**src/rtl/fifo_pkg.sv**
```systemverilog
// Shared types and constants for the FIFO read stage: FSM state encoding,
// output buffer depth and derived counter widths.
package fifo_pkg;

  typedef enum logic [1:0] {
    IDLE  = 2'd0,
    ISSUE = 2'd1,
    WAIT  = 2'd2
  } rd_state_e;

  localparam int unsigned BUF_DEPTH = 2;
  localparam int unsigned OCC_W     = $clog2(BUF_DEPTH + 1);

  // Wide enough for the largest legal load value, RD_LAT-1 = 6.
  localparam int unsigned CNT_W     = 3;

endpackage

```
**src/rtl/out_skid_buf.sv**
```systemverilog
// Two-entry in-order output buffer: entry 0 is always the head (oldest) word;
// a pop shifts entry 1 down, a push writes the first free slot.
module out_skid_buf
  import fifo_pkg::*;
#(
  parameter int DATA_WIDTH = 8
) (
  input  logic                  clk,
  input  logic                  reset,
  input  logic                  push,
  input  logic [DATA_WIDTH-1:0] push_data,
  input  logic                  pop,
  output logic [OCC_W-1:0]      occupancy,
  output logic [DATA_WIDTH-1:0] head_data
);

  localparam logic [OCC_W-1:0] OCC_ONE  = OCC_W'(1);
  localparam logic [OCC_W-1:0] OCC_FULL = OCC_W'(BUF_DEPTH);

  logic [DATA_WIDTH-1:0] entry_q [BUF_DEPTH];
  logic [OCC_W-1:0]      occ_q;
  logic                  do_pop;

  // A pop request against an empty buffer is a no-op.
  assign do_pop = pop && (occ_q != '0);

  always_ff @(posedge clk or negedge reset) begin
    if (!reset) begin
      occ_q   <= '0;
      // NOTE: the data entries are reset too, because the head entry is
      // visible on out_data and must read as zero while reset is asserted.
      entry_q <= '{default: '0};
    end else begin
      unique case ({push, do_pop})
        2'b10: begin
          entry_q[occ_q[0]] <= push_data;
          occ_q             <= occ_q + OCC_ONE;
        end
        2'b01: begin
          entry_q[0] <= entry_q[1];
          occ_q      <= occ_q - OCC_ONE;
        end
        2'b11: begin
          if (occ_q == OCC_ONE) begin
            entry_q[0] <= push_data;
          end else begin
            entry_q[0] <= entry_q[1];
            entry_q[1] <= push_data;
          end
        end
        default: ;
      endcase
      // The read FSM never issues into a full buffer, so a lone push when full
      // would mean a lost word.
      assert (!(push && !do_pop && (occ_q == OCC_FULL)))
        else $error("out_skid_buf: push into a full buffer");
    end
  end

  assign occupancy = occ_q;
  assign head_data = entry_q[0];

endmodule

```
**src/rtl/fifo_read_stage.sv**
```systemverilog
// Read stage between a FIFO controller with fixed-latency RAM and a
// valid/ready consumer. Define FIFO_READ_STAGE_STATS_EN to add xfer_count.
module fifo_read_stage
  import fifo_pkg::*;
#(
  parameter int DATA_WIDTH = 8,
  parameter int RD_LAT     = 2
) (
  input  logic                  clk,
  input  logic                  reset,
  input  logic                  empty,
  input  logic [DATA_WIDTH-1:0] rd_data,
  output logic                  read,
  output logic                  out_valid,
  output logic [DATA_WIDTH-1:0] out_data,
  input  logic                  out_ready,
  output logic                  busy
`ifdef FIFO_READ_STAGE_STATS_EN
  ,
  output logic [15:0]           xfer_count
`endif
);

  localparam logic [CNT_W-1:0] LAT_INIT = CNT_W'(RD_LAT - 1);
  localparam logic [OCC_W:0]   COMMIT_MAX = (OCC_W + 1)'(BUF_DEPTH);

  rd_state_e        state_q;
  logic [CNT_W-1:0] lat_cnt_q;
  logic             started_q;
  logic             read_q;
  logic             busy_q;

  logic [OCC_W-1:0] occupancy;
  logic             in_flight;
  logic [OCC_W:0]   committed;
  logic             capture;
  logic             transfer;

  // Words already buffered plus the one on its way must leave room for it.
  assign in_flight = (state_q != IDLE);
  assign committed = {1'b0, occupancy} + {{OCC_W{1'b0}}, in_flight};
  assign capture   = (state_q == WAIT) && (lat_cnt_q == '0);
  assign transfer  = out_valid && out_ready;

  always_ff @(posedge clk or negedge reset) begin
    if (!reset) begin
      state_q   <= IDLE;
      lat_cnt_q <= '0;
      started_q <= 1'b0;
      read_q    <= 1'b0;
      busy_q    <= 1'b0;
    end else begin
      // NOTE: sequential state uses non-blocking assignments so every
      // register samples the pre-edge values of the others.
      // started_q holds off the first read until the second edge after reset.
      started_q <= 1'b1;
      unique case (state_q)
        IDLE: begin
          if (started_q && !empty && (committed < COMMIT_MAX)) begin
            state_q <= ISSUE;
            read_q  <= 1'b1;
            busy_q  <= 1'b1;
          end
        end
        ISSUE: begin
          state_q   <= WAIT;
          read_q    <= 1'b0;
          lat_cnt_q <= LAT_INIT;
        end
        WAIT: begin
          if (lat_cnt_q == '0) begin
            state_q <= IDLE;
            busy_q  <= 1'b0;
          end else begin
            lat_cnt_q <= lat_cnt_q - CNT_W'(1);
          end
        end
        default: begin
          state_q <= IDLE;
          read_q  <= 1'b0;
          busy_q  <= 1'b0;
        end
      endcase
    end
  end

  out_skid_buf #(
    .DATA_WIDTH (DATA_WIDTH)
  ) u_buf (
    .clk       (clk),
    .reset     (reset),
    .push      (capture),
    .push_data (rd_data),
    .pop       (transfer),
    .occupancy (occupancy),
    .head_data (out_data)
  );

  assign out_valid = (occupancy != '0);
  assign read      = read_q;
  assign busy      = busy_q;

`ifdef FIFO_READ_STAGE_STATS_EN
  logic [15:0] xfer_count_q;

  // Free-running; wraps from 0xFFFF back to 0.
  always_ff @(posedge clk or negedge reset) begin
    if (!reset) begin
      xfer_count_q <= '0;
    end else if (transfer) begin
      xfer_count_q <= xfer_count_q + 16'd1;
    end
  end

  assign xfer_count = xfer_count_q;
`endif

endmodule
```
**config.mk**
```make
export PLATFORM = sky130hd
export DESIGN_NAME = fifo_read_stage
export DESIGN_NICKNAME = d
export VERILOG_FILES = /design/src/rtl/fifo_pkg.sv /design/src/rtl/out_skid_buf.sv /design/src/rtl/fifo_read_stage.sv
export SDC_FILE = /design/constraint.sdc
export NUM_CORES = 1
export LEC_CHECK = 0
export BUFFER_PORTS_ARGS = -buffer_cell sky130_fd_sc_hd__buf_2
export CORE_MARGIN = 2
export CORE_UTILIZATION = 28
export CTS_BUF_LIST = sky130_fd_sc_hd__clkbuf_2 sky130_fd_sc_hd__clkbuf_4 sky130_fd_sc_hd__clkbuf_8
export CTS_CLUSTER_DIAMETER = 60
export DETAILED_ROUTE_END_ITERATION = 8
export GPL_TIMING_DRIVEN = 1
export PLACE_DENSITY_LB_ADDON = 0.05
export SLEW_MARGIN = 20
export SYNTH_ARGS = -nofsm -noshare
export SYNTH_HDL_FRONTEND = slang
export SYNTH_SLANG_ARGS = --single-unit
```
**constraint.sdc**
```tcl
create_clock -name clk -period 2.2 [get_ports clk]
set_clock_uncertainty 0.15 [all_clocks]
set_input_delay 0.33 -clock clk [delete_from_list [all_inputs] [get_ports clk]]
set_output_delay 0.33 -clock clk [all_outputs]
set_load 0.05 [all_outputs]
```
==> reports/qor.yml <==
floorplan:
  io_pins: 23
  die_w_um: 77.7
  start_util_pct: 29.4
  die_y_um: 77.7
  core_area_um2: 5170
  fp.dieArea_um2: 6040
  num_rows: 26
status:
  run_status: "complete, no violations"
clocking:
  clk_pin_slew_ns: 0.09
  clock-root-buffer: "clkbuf_8"
  cts_tree: "yes"
  cts_buffers: 3
  clk-insertion-delay-late_ns: 0.26
  max-clock-path-buffers: 2
  h-tree-depth: 1
  clkSinkCount: 26
placed_design:
  portBuffers: 22
  placed_cell_area_um2: 1730
  dp_hpwl_um: 2310
  gp_congestion: 0.725
  pre_cts_slack_ns: -0.0561
synth:
  syn_nets: 154
  syn-cell-area_um2: 1520
  syn_area_per_cell_um2: 11.4
  synth_cell_types: 28
  yosysWarningCount: 0
  yosysSeqAreaShare_pct: 42.8
  netlist_instances: 134
  ys_ff_latch: 26
worst_setup_path:
  critical_path_class: "register to register"
  start_kind: "register"
  ff2ff_path_depth: 8
  crit_arrival_ns: 2.16
  end_kind: "register"
  required_ns: 2.21
  cp_max_fo: 10
routing:
  num_vias: 1000
  drtIter0Drc: 39
  firstDrtPassIters: 4
  wl_per_cell_um: 13.9
  ant_nets: 0
  post_drt_via_cell_ratio: 4.39
  wl_um: 3170
  drc: 0
timing:
  layout_setup_ws_ns: 0.0472
  hold_viol: 0
  finalSetupViolations: 0
  rsz0062_at_grt: "yes"
  tightest_slew_ns: 0.622
  period_needed_ns: 2.15
  fmax_ghz: 0.465
  max_slew_margin_pct: 58.5
  timing.final.crit_share_pct: 97.9
  drv_slew: 0
power_and_ir_drop:
  p_per_area_nw_per_um2: 1490
  total_power_mw: 2.76
  leakagePower_nw: 0.853
  ir_drop_mv: 0.498
layout:
  layout_common_cells: "dfrtp_1, buf_2, mux2_4"
  area.growth.synth_to_final_pct: 22.0
  final_common_cell: "dfrtp_1"
  drive_above_1_share_pct: 47.5
  n_antenna_cell: 0
  n_fill_cell: 528
  final_core_util_pct: 35.9
  nets: 179
  fin_area_um2: 1860
min_path:
  hold_path_class: "primary input to register"
  hold_path_depth: 2
global_route:
  grt_max_degree: 27
  antenna_found_initial: 0
  grt_pass1_vias: 970
  grt_pass1_wl_um: 5230
  track_usage_pct: 11.2
  gr-total-overflow: 0
flow_run:
  cap_violations: 0
==> worst max-delay path: stages (launching register included) <==
cell,delay [ns]
dfrtp_1,0.45
inv_1,0.07
ha_2,0.19
nand2b_4,0.18
inv_6,0.13
ha_4,0.17
mux2i_4,0.24
buf_12,0.16
mux2_4,0.30
==> flip-flops by register name, indices dropped and copies added (netlist names) <==
name / count
u_buf.entry_q: 8
u_buf.head_data: 8
lat_cnt_q: 3
state_q: 2
u_buf.occupancy: 2
busy: 1
read: 1
started_q: 1
==> cell usage after synthesis <==
| cell type | instances | area share, % |
|---|---|---|
| dfrtp_1 | 26 | 43 |
| mux2_4 | 16 | 16 |
| o21ai_1 | 16 | 5.3 |
| nand2_1 | 11 | 2.7 |
| inv_1 | 9 | 2.2 |
| a221o_1 | 8 | 5.3 |
| buf_4 | 8 | 3.9 |
| ha_1 | 8 | 6.6 |
| nor2_1 | 4 | 0.99 |
| a21oi_1 | 3 | 0.99 |
| clkbuf_1 | 3 | 0.74 |
| a22o_1 | 2 | 1.2 |
| buf_2 | 2 | 0.66 |
| buf_6 | 2 | 1.5 |
| mux2_2 | 2 | 1.5 |
| o31ai_1 | 2 | 0.99 |
| a21o_1 | 1 | 0.49 |
| a22oi_1 | 1 | 0.49 |
| conb_1 | 1 | 0.25 |
| inv_4 | 1 | 0.41 |
| mux2i_4 | 1 | 1.5 |
| nand2b_1 | 1 | 0.41 |
| nand3b_1 | 1 | 0.49 |
| nor2b_1 | 1 | 0.41 |
| nor4b_2 | 1 | 0.99 |
| o22ai_1 | 1 | 0.41 |
| xnor2_1 | 1 | 0.58 |
| xor2_1 | 1 | 0.58 |
==> layout make-up <==
type                            instances  area (µm²)  area share, %
Sequential cell                        26         651           35.1
Timing Repair Buffer                   35         223           12.0
Tap cell                               70        87.6           4.72
Clock buffer                            4        55.1           2.97
Inverter                               10        42.5           2.29
Multi-Input combinational cell         83         797           43.0
==> report_power, final <==
| part | switching, mW | total (mW) | internal, mW |
|---|---|---|---|
| sequential | 0.137 | 0.829 | 0.692 |
| clock | 0.148 | 0.307 | 0.160 |
| combinational | 0.893 | 1.63 | 0.734 |
==> layer usage <==
metal | up-vias | GRT usage [%] | wire [µm]
li1 | 505 | - | -
met2 | 23 | 14.9 | 1340
met4 | 0 | 4.29 | 23
met3 | 2 | 1.63 | 122
met5 | - | 0 | 0
met1 | 470 | 17.8 | 1680
==> kinds of logic after synthesis <==
kind of cell | Yosys count | share of synthesized area, %
simple gates | 19 | 6.00
flops | 26 | 42.8
other cells | 1 | 0.246
xor+xnor | 2 | 1.15
fa+ha+maj | 8 | 6.58
buf+inv | 25 | 9.46
mux | 19 | 18.7
compound gates | 34 | 15.1
==> worst paths after layout <==
kind	slack (ns)	to	from
setup / recovery	0.05	u_buf.entry_q[6]	u_buf.occupancy[0]
hold / removal	0.18	u_buf.entry_q[4]	rd_data[4]
setup reg to reg	0.05	u_buf.entry_q[6]	u_buf.occupancy[0]
hold reg to reg	0.33	u_buf.head_data[6]	u_buf.head_data[6]
max in group asynchronous	1.04	u_buf.head_data[1]	reset
min in group asynchronous	0.45	read	reset
==> repair_timing <==
action / CTS / global route
gates resized for setup: 4 / 9
pin swaps: 1 / 1
endpoints found under the hold margin: 26 / 0
endpoints found under the setup margin: 10 / 16
buffers inserted: 1 / 1
hold buffers: 1 / 0
==> metrics by stage <==
stage	hold WS [ns]	setup TNS (ns)	std cells
6_report	0.184	0	228
5_1_grt	0.175	-0.440	228
4_1_cts	0.164	0	227
3_5_place_dp	0.239	-0.426	221
3_3_place_gp	0.233	-0.0127	221
2_1_floorplan	-0.116	-0.528	134
No activity file was read; power rests on OpenSTA's default activity.
